$ cat src/rtl/rib_arbiter_pkg.sv
// Shared definitions for the RIB bus arbiter.
//   - HOLD_ENABLE / HOLD_DISABLE : encoding of the pipeline hold request
//   - RIB_MASTER_NUM / RIB_ID_W   : default master count and index width
//   - arb_state_e                 : arbiter state encoding
package rib_arbiter_pkg;

  localparam logic HOLD_ENABLE  = 1'b1;
  localparam logic HOLD_DISABLE = 1'b0;

  localparam int RIB_MASTER_NUM = 4;
  localparam int RIB_ID_W       = 2;

  typedef enum logic {
    ARB_IDLE = 1'b0,
    ARB_BUSY = 1'b1
  } arb_state_e;

endpackage

$ cat src/rtl/rib_arbiter_rr_pick.sv
// Combinational rotating priority encoder.
// Picks the lowest index at or after ptr_i (wrapping modulo N) whose request
// bit is set and whose mask bit is clear.
//   req_i    [N]    : request vector
//   ptr_i    [ID_W] : index with highest priority
//   mask_i   [N]    : bits excluded from this pick
//   valid_o         : some unmasked request exists
//   idx_o    [ID_W] : winning index (0 when !valid_o)
//   onehot_o [N]    : one-hot of the winner (0 when !valid_o)
module rib_arbiter_rr_pick #(
  parameter int N    = 4,
  parameter int ID_W = 2
) (
  input  logic [N-1:0]    req_i,
  input  logic [ID_W-1:0] ptr_i,
  input  logic [N-1:0]    mask_i,
  output logic            valid_o,
  output logic [ID_W-1:0] idx_o,
  output logic [N-1:0]    onehot_o
);

  logic [N-1:0] eff_req;

  assign eff_req = req_i & ~mask_i;

  // NOTE: every output of a combinational block is given a default first so
  // no path leaves it unassigned, which would otherwise infer a latch.
  always_comb begin
    int               j;
    logic [ID_W-1:0]  cand;
    j        = 0;
    cand     = '0;
    valid_o  = |eff_req;
    idx_o    = '0;
    onehot_o = '0;
    // Walk from the farthest offset back to the pointer so the candidate
    // closest to the pointer is the last one written and therefore wins.
    for (int k = N - 1; k >= 0; k--) begin
      j = int'(ptr_i) + k;
      if (j >= N) j = j - N;
      cand = ID_W'(j);
      if (eff_req[cand]) idx_o = cand;
    end
    if (valid_o) onehot_o[idx_o] = 1'b1;
  end

endmodule

$ cat src/rtl/rib_arbiter.sv
// Round-robin arbiter sharing the RIB slave port between bus masters.
// A grant is held until ack_i or a timeout; on release the next master is
// picked in the same cycle so back-to-back grants have no dead cycle.
//   clk         : system clock
//   rst         : synchronous active-high reset
//   req_i       : per-master request, held until its transaction completes
//   ack_i       : slave transaction-complete strobe
//   grant_o     : registered one-hot grant, zero when idle
//   grant_id_o  : index of the granted master, zero when idle
//   busy_o      : a grant is active
//   err_o       : one-cycle pulse when a grant is released by timeout
//   err_id_o    : master that last timed out
//   hold_flag_o : pipeline hold while the core master waits for the bus
module rib_arbiter
  import rib_arbiter_pkg::*;
#(
  parameter int NUM_MASTERS    = RIB_MASTER_NUM,
  parameter int CORE_MASTER    = 0,
  parameter int TIMEOUT_CYCLES = 256,
  parameter int ID_W           = RIB_ID_W
) (
  input  logic                   clk,
  input  logic                   rst,
  input  logic [NUM_MASTERS-1:0] req_i,
  input  logic                   ack_i,
  output logic [NUM_MASTERS-1:0] grant_o,
  output logic [ID_W-1:0]        grant_id_o,
  output logic                   busy_o,
  output logic                   err_o,
  output logic [ID_W-1:0]        err_id_o,
  output logic                   hold_flag_o
);

  localparam int CNT_W = (TIMEOUT_CYCLES > 0) ? $clog2(TIMEOUT_CYCLES + 1) : 1;
  localparam logic [CNT_W-1:0] CNT_LAST =
    CNT_W'((TIMEOUT_CYCLES > 0) ? TIMEOUT_CYCLES - 1 : 0);
  localparam logic [CNT_W-1:0] CNT_SAT = CNT_W'(TIMEOUT_CYCLES);

  arb_state_e             state_q, state_d;
  logic [NUM_MASTERS-1:0] grant_q, grant_d;
  logic [ID_W-1:0]        grant_id_q, grant_id_d;
  logic [ID_W-1:0]        ptr_q, ptr_d;
  logic [CNT_W-1:0]       cnt_q, cnt_d;
  logic                   err_q, err_d;
  logic [ID_W-1:0]        err_id_q, err_id_d;

  logic                   timeout_hit;
  logic                   release_now;
  logic [ID_W-1:0]        next_ptr;
  logic [ID_W-1:0]        pick_ptr;
  logic [NUM_MASTERS-1:0] pick_mask;
  logic                   pick_valid;
  logic [ID_W-1:0]        pick_idx;
  logic [NUM_MASTERS-1:0] pick_onehot;

  // ack has priority: a timeout on the ack cycle is not an error.
  assign timeout_hit = (TIMEOUT_CYCLES > 0) && (state_q == ARB_BUSY) &&
                       !ack_i && (cnt_q == CNT_LAST);
  assign release_now = (state_q == ARB_BUSY) && (ack_i || timeout_hit);

  assign next_ptr = (grant_id_q == ID_W'(NUM_MASTERS - 1)) ? '0
                                                           : grant_id_q + ID_W'(1);

  // While busy the picker looks ahead as if the grant were released now, so
  // the releasing master is excluded and the search starts just after it.
  assign pick_ptr  = (state_q == ARB_BUSY) ? next_ptr : ptr_q;
  assign pick_mask = (state_q == ARB_BUSY) ? grant_q : '0;

  rib_arbiter_rr_pick #(
    .N    (NUM_MASTERS),
    .ID_W (ID_W)
  ) u_rr_pick (
    .req_i    (req_i),
    .ptr_i    (pick_ptr),
    .mask_i   (pick_mask),
    .valid_o  (pick_valid),
    .idx_o    (pick_idx),
    .onehot_o (pick_onehot)
  );

  always_comb begin
    state_d    = state_q;
    grant_d    = grant_q;
    grant_id_d = grant_id_q;
    ptr_d      = ptr_q;
    cnt_d      = cnt_q;
    err_d      = 1'b0;
    err_id_d   = err_id_q;

    unique case (state_q)
      ARB_IDLE: begin
        if (pick_valid) begin
          state_d    = ARB_BUSY;
          grant_d    = pick_onehot;
          grant_id_d = pick_idx;
          cnt_d      = '0;
        end
      end
      ARB_BUSY: begin
        if (release_now) begin
          ptr_d = next_ptr;
          cnt_d = '0;
          if (timeout_hit) begin
            err_d    = 1'b1;
            err_id_d = grant_id_q;
          end
          if (pick_valid) begin
            grant_d    = pick_onehot;
            grant_id_d = pick_idx;
          end else begin
            state_d    = ARB_IDLE;
            grant_d    = '0;
            grant_id_d = '0;
          end
        end else if (cnt_q != CNT_SAT) begin
          cnt_d = cnt_q + CNT_W'(1);
        end
      end
      default: state_d = ARB_IDLE;
    endcase
  end

  // NOTE: state registers use non-blocking assignments so every register
  // samples the pre-edge values regardless of statement order.
  always_ff @(posedge clk) begin
    if (rst) begin
      state_q    <= ARB_IDLE;
      grant_q    <= '0;
      grant_id_q <= '0;
      ptr_q      <= '0;
      cnt_q      <= '0;
      err_q      <= 1'b0;
      err_id_q   <= '0;
    end else begin
      state_q    <= state_d;
      grant_q    <= grant_d;
      grant_id_q <= grant_id_d;
      ptr_q      <= ptr_d;
      cnt_q      <= cnt_d;
      err_q      <= err_d;
      err_id_q   <= err_id_d;
    end
  end

  assign grant_o    = grant_q;
  assign grant_id_o = grant_id_q;
  assign busy_o     = (state_q == ARB_BUSY);
  assign err_o      = err_q;
  assign err_id_o   = err_id_q;

  // Gated by rst so the pipeline is not held while the arbiter is in reset.
  assign hold_flag_o = rst ? HOLD_DISABLE
                           : (req_i[CORE_MASTER] & ~grant_q[CORE_MASTER]);

endmodule

$ cat config.mk
export PLATFORM = sky130hd
export DESIGN_NAME = rib_arbiter
export DESIGN_NICKNAME = d
export VERILOG_FILES = /design/src/rtl/rib_arbiter_pkg.sv /design/src/rtl/rib_arbiter_rr_pick.sv /design/src/rtl/rib_arbiter.sv
export SDC_FILE = /design/constraint.sdc
export NUM_CORES = 1
export LEC_CHECK = 0
export ABC_CLOCK_PERIOD_IN_PS = 2050
export CAP_MARGIN = 20
export CORE_MARGIN = 1
export CORE_UTILIZATION = 52
export DETAILED_ROUTE_END_ITERATION = 7
export HOLD_SLACK_MARGIN = 0.1
export PLACE_DENSITY = 0.74
export SLEW_MARGIN = 15
export SYNTH_ARGS = -nofsm -noshare
export SYNTH_HDL_FRONTEND = slang
export SYNTH_SLANG_ARGS = --single-unit
$ cat constraint.sdc
create_clock -name clk -period 2.05 [get_ports clk]
set_input_delay 0.205 -clock clk [delete_from_list [all_inputs] [get_ports clk]]
set_output_delay 0.205 -clock clk [all_outputs]
set_load 0.01 [all_outputs]
==> results summary <==
Synthesis instantiated 42 different standard cells from the library. The slowest cell on the critical path is sky130_fd_sc_hd__or3_4. TritonCTS created 3 clock buffers. The actual slew at the worst max-slew pin came out at 0.460 ns.

The number of slew-limit violations in the final report came out at 0. For the worst-skew pair, the clock arrives at the later sink with an insertion delay of about 0.30 ns. The pin count of the biggest net entering global routing came out at 16. The biggest area contributor in the post-synthesis netlist is sky130_fd_sc_hd__dfxtp_1. The number of nets with antenna violations after routing is 0. TritonCTS built the clock tree. The area of the die is around 2500 um2. Routability-driven placement finished with a final weighted congestion of 0.928. The worst pin sits at a relative slew slack of 0.691. The placed cell count is 191. During placement, the flow inserted port buffers numbering 17. The leakage power is ~0.59 nW. Dividing the final minimum period by the clock period gives 0.950. The average wire per standard cell came out at 13.5 um. The run finished with clean final reports. 0 antenna diodes ended up in the layout. In the post-synthesis netlist, the biggest area contributors are sky130_fd_sc_hd__dfxtp_1 (36%), sky130_fd_sc_hd__nor2_1 (5.8%), sky130_fd_sc_hd__ha_1 (4.3%). The smallest clock period supported by the final layout is computed as just under 2 ns. From bottom edge to top edge, the die measures 49.5 um. The number of global-route vias before repair came out at approximately 1100. Counting every net in the synthesized netlist gives 150.

The signed area change from the synthesized netlist to the final layout came out at 27.2%. The number of instances in the synthesized netlist is between 100 and 150. The total count of hold-check failures in the final report was 0. 18 I/O pins were placed.

The residual DRC count came out at 0. The mean post-synth cell area is roughly 8.4 um2. For this run, the leading register cell type out of synthesis is sky130_fd_sc_hd__dfxtp_1. The overall power consumption is slightly below 900 uW. During synthesis, Yosys emitted a total of 0 warnings. The library cell used as clock root buffer is sky130_fd_sc_hd__clkbuf_4.

The cell row count came out at 16. The number of antenna violations at the first check in global routing came to 0. STA classifies the critical path startpoint as a flip-flop.

The overall global routing resource usage came out at 0.248. Setup repair after global routing left no endpoint under its margin. The total congestion overflow after global routing is 0. The tool flagged a number of max-cap violations equal to 0. The gate family responsible for the most delay along the worst path is simple AND/OR/NAND/NOR gates. The core area is about 2000 um2. In this run, synthesis produced a sequential element count of 21. The total number of H-tree levels came out at 1. The tightest min-delay check is of the flip-flop to flip-flop type.

Using the TritonRoute via totals, the vias-per-cell ratio works out to between 5 and 6. The worst setup path is captured at a flip-flop. The worst setup path is of the flip-flop to flip-flop kind. The total clock sinks is 21. The worst-case IR drop observed on VDD is ~0.51 mV.

sky130_fd_sc_hd__dfxtp_1 is the most common cell in the netlist. The signal on the critical path passes through and4_4 -> and4_1 -> ha_1 -> nor2_2 -> and2_1 -> or3_4 -> o31ai_1. The maximum net fanout on the critical path is 4. The wire length of the first global-routing pass came out at around 4800 um. The largest single stage delay on the critical path is 0.39 ns. The register clock-pin slew on the reported worst setup and hold paths came out at 0.11 ns. The clock skew after layout came out at 0.00506 ns.

The overall via count from detail_route is approximately 1200. The synthesized area is 1170 um2. The final layout contains 180 nets. The overall routed net length is between 2000 and 3000 um. The synthesized design contains 0 enable-type register cells. The maximum buffer depth of the clock tree is 2. The area fraction of the dominant cell type after synthesis is 0.358.

The layout cell share with drive strength beyond 1 came out at 0.173. The number of DRC violations after detailed-routing iteration 0 came out at 35. The post-synthesis sequential area ratio is 0.358. Together, buffers and inverters on the worst path number 0.

Ranked by instance count, the synthesized netlist is headed by sky130_fd_sc_hd__dfxtp_1 (21), sky130_fd_sc_hd__nor2_1 (18), sky130_fd_sc_hd__nand2_1 (12). The data arrival at the endpoint of the critical path is between 2 and 2.5 ns. For this run, the number of standard cells in the final layout without fillers is roughly 200. The total power per unit cell area came out at 592 nW/um2. Measured along the x axis, the die boundary spans 49.5 um. The half-perimeter wire length of the detailed placement result came out at approximately 2000 um. The count of hold-fix buffers inserted at cts is 0. Setup violations remaining at the end of the flow were counted as 0.

The achievable clock frequency came out at approximately 510 MHz. The initial utilization of the core area, before any placement, comes to 0.575. The async set or reset register ratio after synthesis came out at 0. The pre-antenna-repair detailed-routing pass consisted of 4 iterations. At the worst endpoint, the required time is ~2.3 ns.
[tightest hold or removal path, stage by stage (launching register included)]
cell,delay (ns)
sky130_fd_sc_hd__dfxtp_1,0.36
sky130_fd_sc_hd__nand2_1,0.07
sky130_fd_sc_hd__a21oi_1,0.06
[report_power, final]
group | switching [mW] | total [mW] | internal [mW] | leakage, nW
combinational | 0.112 | 0.232 | 0.120 | 0.405
sequential | 0.0262 | 0.455 | 0.429 | 0.171
clock | 0.120 | 0.196 | 0.0759 | 0.0150
total | 0.259 | 0.883 | 0.624 | 0.592
[sequential cells by signal, indices dropped and copies added, names as in the netlist]
signal and cells:
ptr_q 2, cnt_q 9, err_o 1, busy_o 1, grant_o 4, err_id_o 2, grant_id_o 2
[worst paths after layout]
path | from | endpoint | slack (ns) | depth (start not counted)
worst min-delay path | grant_id_o[1]$_SDFFE_PP0P_ | grant_id_o[1]$_SDFFE_PP0P_ | 0.52 | 2
worst max-delay path | cnt_q[5]$_SDFFE_PP0P_ | grant_o[3]$_SDFFE_PP0P_ | 0.10 | 7
worst max register to register | cnt_q[5]$_SDFFE_PP0P_ | grant_o[3]$_SDFFE_PP0P_ | 0.10 | 7
worst min register to register | grant_id_o[1]$_SDFFE_PP0P_ | grant_id_o[1]$_SDFFE_PP0P_ | 0.52 | 2
[per-layer routing]
metal	vias to the layer above	global-route usage	wire [um]
li1	563	-	-
met1	550	0.343	1290
met2	35	0.386	1180
met3	2	0.0648	145
met4	0	0.0524	15
met5	-	0	0
[logic make-up after synthesis]
| family | Yosys count | synth area share |
|---|---|---|
| AND/OR/NAND/NOR | 61 | 0.290 |
| AO/OA/AOI/OAI | 33 | 0.195 |
| flip-flops | 21 | 0.358 |
| buffers and inverters | 13 | 0.0576 |
| multiplexers | 4 | 0.0341 |
| adder cells (fa/ha/maj) | 4 | 0.0426 |
| XOR/XNOR | 3 | 0.0224 |
[placed cells by master, fill, tap and decap left out, types with 2 or more instances in the layout]
| cell type | n |
|---|---|
| sky130_fd_sc_hd__a22oi_1 | 2 |
| sky130_fd_sc_hd__mux2i_1 | 4 |
| sky130_fd_sc_hd__and2_1 | 2 |
| sky130_fd_sc_hd__clkdlybuf4s50_1 | 17 |
| sky130_fd_sc_hd__nor4b_1 | 2 |
| sky130_fd_sc_hd__clkbuf_4 | 3 |
| sky130_fd_sc_hd__nor2_1 | 17 |
| sky130_fd_sc_hd__a21oi_2 | 2 |
| sky130_fd_sc_hd__nand3_1 | 2 |
| sky130_fd_sc_hd__xor2_1 | 3 |
| sky130_fd_sc_hd__nor3_1 | 4 |
| sky130_fd_sc_hd__nand4_1 | 2 |
| sky130_fd_sc_hd__a32o_1 | 2 |
| sky130_fd_sc_hd__a21oi_1 | 6 |
| sky130_fd_sc_hd__nor3b_1 | 2 |
| sky130_fd_sc_hd__nand2_1 | 11 |
| sky130_fd_sc_hd__o21ai_0 | 6 |
| sky130_fd_sc_hd__nor2b_1 | 2 |
| sky130_fd_sc_hd__ha_1 | 4 |
| sky130_fd_sc_hd__a21bo_2 | 2 |
| sky130_fd_sc_hd__buf_4 | 12 |
| sky130_fd_sc_hd__nand2b_1 | 5 |
| sky130_fd_sc_hd__dfxtp_1 | 20 |
| sky130_fd_sc_hd__o31ai_1 | 2 |
| sky130_fd_sc_hd__inv_1 | 9 |
[per-stage QoR]
stage | setup WS (ns) | setup TNS [ns] | hold WS (ns) | utilization | cell area, um2
2_1_floorplan | 0.181 | 0 | 0.274 | - | 1170
3_3_place_gp | 0.104 | 0 | 0.476 | 0.702 | 1430
3_5_place_dp | -0.0203 | -0.0251 | 0.500 | 0.702 | 1430
4_1_cts | 0.0543 | 0 | 0.516 | 0.715 | 1460
5_1_grt | 0.0121 | 0 | 0.546 | 0.731 | 1490
6_report | 0.102 | 0 | 0.519 | 0.731 | 1490
[final cells by class]
cell class,instances,area (um2)
sequential,21,422
multi-input combinational,105,717
timing repair buffer,29,260
clock buffer,4,26.3
fill,177,549
tap,27,33.8
inverter,9,33.8
[repair_timing]
item                                    in CTS  in global routing
endpoints found under the setup margin       0                 12
gates resized for setup                      0                  9
buffers inserted                             0                  0
Power figures use the tool's default switching activity.
